### src/rtl/ripple_count_monitor.sv
// Posedge consumer for a negedge-clocked ripple counter: samples the count, checks +1 stepping,
// flags wrap and a programmable match, and hands events out through a one-deep valid/ready register.
module ripple_count_monitor #(
  parameter int WIDTH    = 4,
  parameter bit WRAP_EVT = 1'b1
) (
  input  logic             clk,
  input  logic             reset,
  input  logic [WIDTH-1:0] cnt_in,
  input  logic             arm,
  input  logic [WIDTH-1:0] match_val,
  output logic [WIDTH-1:0] cnt_q,
  output logic             wrap,
  output logic             armed,
  output logic             evt_valid,
  input  logic             evt_ready,
  output logic [1:0]       evt_code,
  output logic [WIDTH-1:0] evt_count,
  output logic             overflow,
  input  logic             clr_ovf
);

  typedef enum logic [1:0] {
    IDLE    = 2'd0,
    ARMED   = 2'd1,
    MATCHED = 2'd2
  } state_t;

  localparam logic [1:0]       CODE_NONE  = 2'b00;
  localparam logic [1:0]       CODE_MATCH = 2'b01;
  localparam logic [1:0]       CODE_WRAP  = 2'b10;
  localparam logic [1:0]       CODE_SEQ   = 2'b11;
  localparam logic [WIDTH-1:0] CNT_ONE    = WIDTH'(1);
  localparam logic [WIDTH-1:0] CNT_MAX    = '1;

  // Expected next count; the carry out of the top bit is deliberately discarded.
  function automatic logic [WIDTH-1:0] inc_mod(input logic [WIDTH-1:0] v);
    return v + CNT_ONE;
  endfunction

  state_t     state;
  logic       first_p0;
  logic       seq_err;
  logic       wrap_hit;
  logic       wrap_raise;
  logic       match_hit;
  logic       raise;
  logic       xfer;
  logic       load;
  logic       drop;
  logic [1:0] code_new;

  always_comb begin
    seq_err    = first_p0 && (cnt_in != inc_mod(cnt_q));
    wrap_hit   = (cnt_q == CNT_MAX) && (cnt_in == '0);
    wrap_raise = WRAP_EVT && wrap_hit;
    match_hit  = (state == ARMED) && (cnt_in == match_val);
    raise      = seq_err || match_hit || wrap_raise;
    code_new   = CODE_NONE;
    if (seq_err)         code_new = CODE_SEQ;
    else if (match_hit)  code_new = CODE_MATCH;
    else if (wrap_raise) code_new = CODE_WRAP;
    xfer = evt_valid && evt_ready;
    load = raise && (!evt_valid || evt_ready);
    drop = raise && evt_valid && !evt_ready;
  end

  // Sample stage: the ripple counter has settled by the posedge following its negedge update.
  always_ff @(posedge clk or posedge reset) begin
    if (reset) begin
      cnt_q    <= '0;
      wrap     <= 1'b0;
      first_p0 <= 1'b0;
    end else begin
      cnt_q    <= cnt_in;
      wrap     <= wrap_hit;
      first_p0 <= 1'b1;
    end
  end

  // Event register stage: a raise while stalled is lost and recorded in the sticky overflow.
  always_ff @(posedge clk or posedge reset) begin
    if (reset) begin
      evt_valid <= 1'b0;
      evt_code  <= CODE_NONE;
      evt_count <= '0;
      overflow  <= 1'b0;
    end else begin
      if (load) begin
        evt_valid <= 1'b1;
        evt_code  <= code_new;
        evt_count <= cnt_in;
      end else if (xfer) begin
        evt_valid <= 1'b0;
        evt_code  <= CODE_NONE;
      end
      if (drop)         overflow <= 1'b1;
      else if (clr_ovf) overflow <= 1'b0;
    end
  end

  // A match that is dropped or outranked by a sequence error still ends the armed window.
  always_ff @(posedge clk or posedge reset) begin
    if (reset) begin
      state <= IDLE;
      armed <= 1'b0;
    end else begin
      case (state)
        IDLE: begin
          if (arm) begin
            state <= ARMED;
            armed <= 1'b1;
          end
        end
        ARMED: begin
          if (match_hit) begin
            state <= (load && !seq_err) ? MATCHED : IDLE;
            armed <= 1'b0;
          end
        end
        MATCHED: begin
          if (xfer && (evt_code == CODE_MATCH)) state <= IDLE;
        end
        default: begin
          state <= IDLE;
          armed <= 1'b0;
        end
      endcase
    end
  end

endmodule

### config.mk
export PLATFORM = sky130hd
export DESIGN_NAME = ripple_count_monitor
export DESIGN_NICKNAME = d
export VERILOG_FILES = /design/src/rtl/ripple_count_monitor.sv
export SDC_FILE = /design/constraint.sdc
export NUM_CORES = 1
export LEC_CHECK = 0
export ABC_AREA = 1
export CAP_MARGIN = 20
export CORE_UTILIZATION = 40
export CTS_CLUSTER_SIZE = 12
export DETAILED_ROUTE_END_ITERATION = 10
export PLACE_DENSITY = 0.74
export SLEW_MARGIN = 5
export SYNTH_ARGS = -nofsm -noshare
export SYNTH_HDL_FRONTEND = slang
export SYNTH_SLANG_ARGS = --single-unit
export TNS_END_PERCENT = 20
### constraint.sdc
create_clock -name clk -period 1.6 [get_ports clk]
set_clock_uncertainty 0.15 [all_clocks]
set_input_delay 0.24 -clock clk [delete_from_list [all_inputs] [get_ports clk]]
set_output_delay 0.24 -clock clk [all_outputs]
set_load 0.01 [all_outputs]
==> results of run 1 <==
==> cells in the mapped netlist <==
master,n
o21ai_1,3
dfrtp_1,17
o311ai_0,1
o21ai_2,1
nand2_2,3
inv_2,1
o21ai_0,3
buf_6,1
nor3_2,1
nor2_1,5
inv_1,17
conb_1,1
nand3_2,1
a21oi_1,2
xor2_1,5
ha_1,1
xnor2_1,1
nand2_1,28
nand3_1,8
==> flip-flops by register name (all words and copies together), names as in the netlist <==
name,flops
cnt_q,4
evt_count,4
evt_code,2
state,2
armed,1
evt_valid,1
first_p0,1
overflow,1
wrap,1
==> report_power, final <==
group / total (uW) / internal, uW / switching [uW]
logic: 376 / 179 / 197
clock network: 244 / 93.5 / 150
registers: 546 / 502 / 43.4
total: 1170 / 775 / 390
==> cell usage in the layout, fill, tap and decap left out, drive strengths merged <==
master | netlist | routed
o311ai | 1 | 1
o21ai | 7 | 7
conb | 1 | 1
clkbuf | 0 | 4
xor2 | 5 | 5
nand3 | 9 | 9
xnor2 | 1 | 1
dfrtp | 17 | 17
dlymetal6s2s | 0 | 4
nand2 | 31 | 32
buf | 1 | 9
nor3 | 1 | 1
clkdlybuf4s50 | 0 | 13
ha | 1 | 1
inv | 18 | 18
nor2 | 5 | 5
a21oi | 2 | 2
dlygate4sd2 | 0 | 8
clkinv | 0 | 1
==> how the worst min path moves through the flow <==
stage / start / cells past startpoint / slack (ns) / end
CTS: reset / 3 / 0.10 / evt_count[3]
floorplan: reset / 1 / 0.02 / armed
global placement: evt_count[1] / 2 / 0.33 / evt_count[1]
global route: reset / 3 / 0.14 / evt_count[3]
detailed placement: evt_count[1] / 2 / 0.34 / evt_count[1]
finish: reset / 3 / 0.08 / evt_count[3]
==> timing repair <==
item                                    CTS  global route
resized for setup                        12             8
pin swaps                                 1             6
setup buffers                             0             1
endpoints found under the setup margin   18            13
gates cloned                              1             0
==> layer usage <==
metal / GRT usage (%) / up-vias
met5: 0 / -
met3: 3.77 / 5
met4: 13.3 / 0
met1: 22.6 / 354
met2: 33.4 / 21
li1: - / 383
==> worst register-to-register path, cell delays in order (launching register included) <==
cell     delay (ns)
dfrtp_1        0.40
ha_1           0.31
xnor2_1        0.17
nand2_1        0.09
nor2_1         0.09
nand2_1        0.07
nand2_2        0.10
buf_6          0.11
o21ai_0        0.08
nand2_1        0.07
nand2_1        0.05
==> metrics by stage <==
stage | area [sq um] | setup slack (ns)
finish | 1240 | -0.184
detailed placement | 1180 | -0.351
floorplan | 833 | -0.121
global route | 1240 | -0.292
CTS | 1220 | -0.147
global placement | 1180 | -0.347
==> area by class of cell <==
type	count	area, sq um
multi-input cells	65	355
clock buffers	3	22.5
fillers	186	726
clock inverters	1	5.00
well taps	27	33.8
repair buffers	35	327
flip-flops and latches	17	425
inverters	18	67.6
==> cell families after synthesis <==
group,Yosys count,share of synthesized area (%)
xor gates and xnor gates,6,6.31
other,1,0.450
and+or+nand+nor,46,24.3
DFF,17,51.1
buffers and inverters,19,9.46
AOI/OAI and AO/OA,10,6.91
adders and majority gates,1,1.50
==> results.py, run 1 <==
metrics = {
    "critical_path": {
        "startpoint": "cnt_q[0]",
        "critPathRequiredTime_ns": 1.66,
        "end_kind": "flip-flop",
        "slowest_delay_ns": 0.40,
        "worst-path-max-fanout": 3,
        "crit_arrival_ns": 1.84,
        "crit_cells": 10,
        "rr_worst_depth": 10,
        "r2r-start": "cnt_q[0]",
        "crit_path_end": "evt_code[1]",
        "critPathLaunchType": "flip-flop",
        "r2r_end": "evt_code[1]",
        "crit_slowest_cell": "dfrtp_1",
        "r2r_slack_ns": -0.18,
        "worstPathCellList": "ha_1, xnor2_1, nand2_1, nor2_1, nand2_1, nand2_2, buf_6, o21ai_0, nand2_1, nand2_1",
        "crit_family": "simple AND/OR/NAND/NOR gates",
        "worst_path_most_repeated_cell": "nand2_1",
        "cp_num_buf_inv": 1,
        "path_class": "reg -> reg",
    },
    "power": {
        "power_density_mw_per_mm2": 943,
        "power_uw": 1170,
        "irDropWorstVdd_mv": 0.521,
        "p_leak_uw": 0.000692,
    },
    "die": {
        "initial_core_util_pct": 42.5,
        "fp.coreArea_sq_mm": 0.00196,
        "dieArea_sq_mm": 0.00227,
        "ios": 27,
        "die_w_um": 47.6,
        "die_height_um": 47.6,
        "rows": 16,
    },
    "routing": {
        "routed-wl-met3_um": 86,
        "drtIter0Drc": 10,
        "first_pass_iters": 4,
        "vias": 763,
        "drt_wl_total_um": 1900,
        "drc_errors": 0,
        "met1Wirelength_um": 805,
        "wl_per_cell_um": 11.4,
        "ant_nets": 0,
        "viasPerCell": 4.60,
        "top_layer_used": "met4",
        "met2_wirelength_um": 948,
    },
    "finish": {
        "nNetsFinal": 154,
        "synthToLayoutAreaGrowth_pct": 48.3,
        "postLayoutCoreUtil_pct": 63.0,
        "final_cells": 166,
        "diodes": 0,
        "drive_above_1_share_pct": 16.5,
    },
    "placement": {
        "hpwl_um": 1370,
        "dp_cells": 160,
        "gp_congestion": 0.837,
        "portBuffers": 26,
    },
    "global_routing": {
        "overflow": 0,
        "grt_pass1_vias": 710,
        "antenna_found_initial": 0,
        "grt_pass1_wl_um": 2970,
        "grt_max_degree": 18,
        "track_usage_pct": 19.8,
    },
    "worst_hold_path": {
        "hp-class": "in -> async",
    },
    "run_status": {
        "outcome": "complete, but fails checks",
        "violations": "negative setup slack",
    },
    "yosys": {
        "synth_area_sq_um": 833,
        "syn_nets": 114,
        "synth_warnings": 0,
        "yosys.area.top_type": "dfrtp_1",
        "postSynthCellCount": 100,
        "synth_cell_types": 19,
        "netlist.area_leader.share_pct": 51.1,
        "seq_area_frac_synth_pct": 51.1,
        "synth-seq-cells": 17,
        "avgSynthCellArea_sq_um": 8.33,
        "synthTopCellsByArea": "dfrtp_1 (51%), nand2_1 (13%), inv_1 (7.7%), xor2_1 (5.3%), nand3_1 (4.8%)",
    },
    "timing": {
        "fmax_mhz": 561,
        "worst_slack_ns": -0.184,
        "fin_tns_setup_ns": -1.43,
        "setup-violations-final": 9,
        "period_share_pct": 111,
        "hold_slack_ns": 0.0829,
        "finalHoldViolations": 0,
        "rsz0062_at_grt": "true",
        "drv_slew": 0,
        "period_needed_ns": 1.78,
    },
    "cts": {
        "clock_latency_ns": 0.30,
        "cts_inserted_buffers": 3,
        "hold_buffers": 0,
        "clock_sinks": 17,
        "cts.path.max_buffers": 2,
        "cts-root-buf": "clkbuf_4",
        "ctsHtreeMaxLevel": 1,
        "cts_tree": "built",
        "clkTransAtPathRegs_ns": 0.10,
    },
    "job": {
        "maxCapViolCount": 0,
    },
}
Power figures use the tool's default switching activity.
==> inputs of run 2 (changes only) <==
--- a/config.mk
+++ b/config.mk
@@ -8,7 +8,6 @@
 export ABC_AREA = 1
 export CAP_MARGIN = 20
 export CORE_UTILIZATION = 40
-export CTS_CLUSTER_SIZE = 12
 export DETAILED_ROUTE_END_ITERATION = 10
 export PLACE_DENSITY = 0.74
 export SLEW_MARGIN = 5
==> results of run 2 <==
Same layout as run 1: the final DEF is identical, and so are final timing and power.
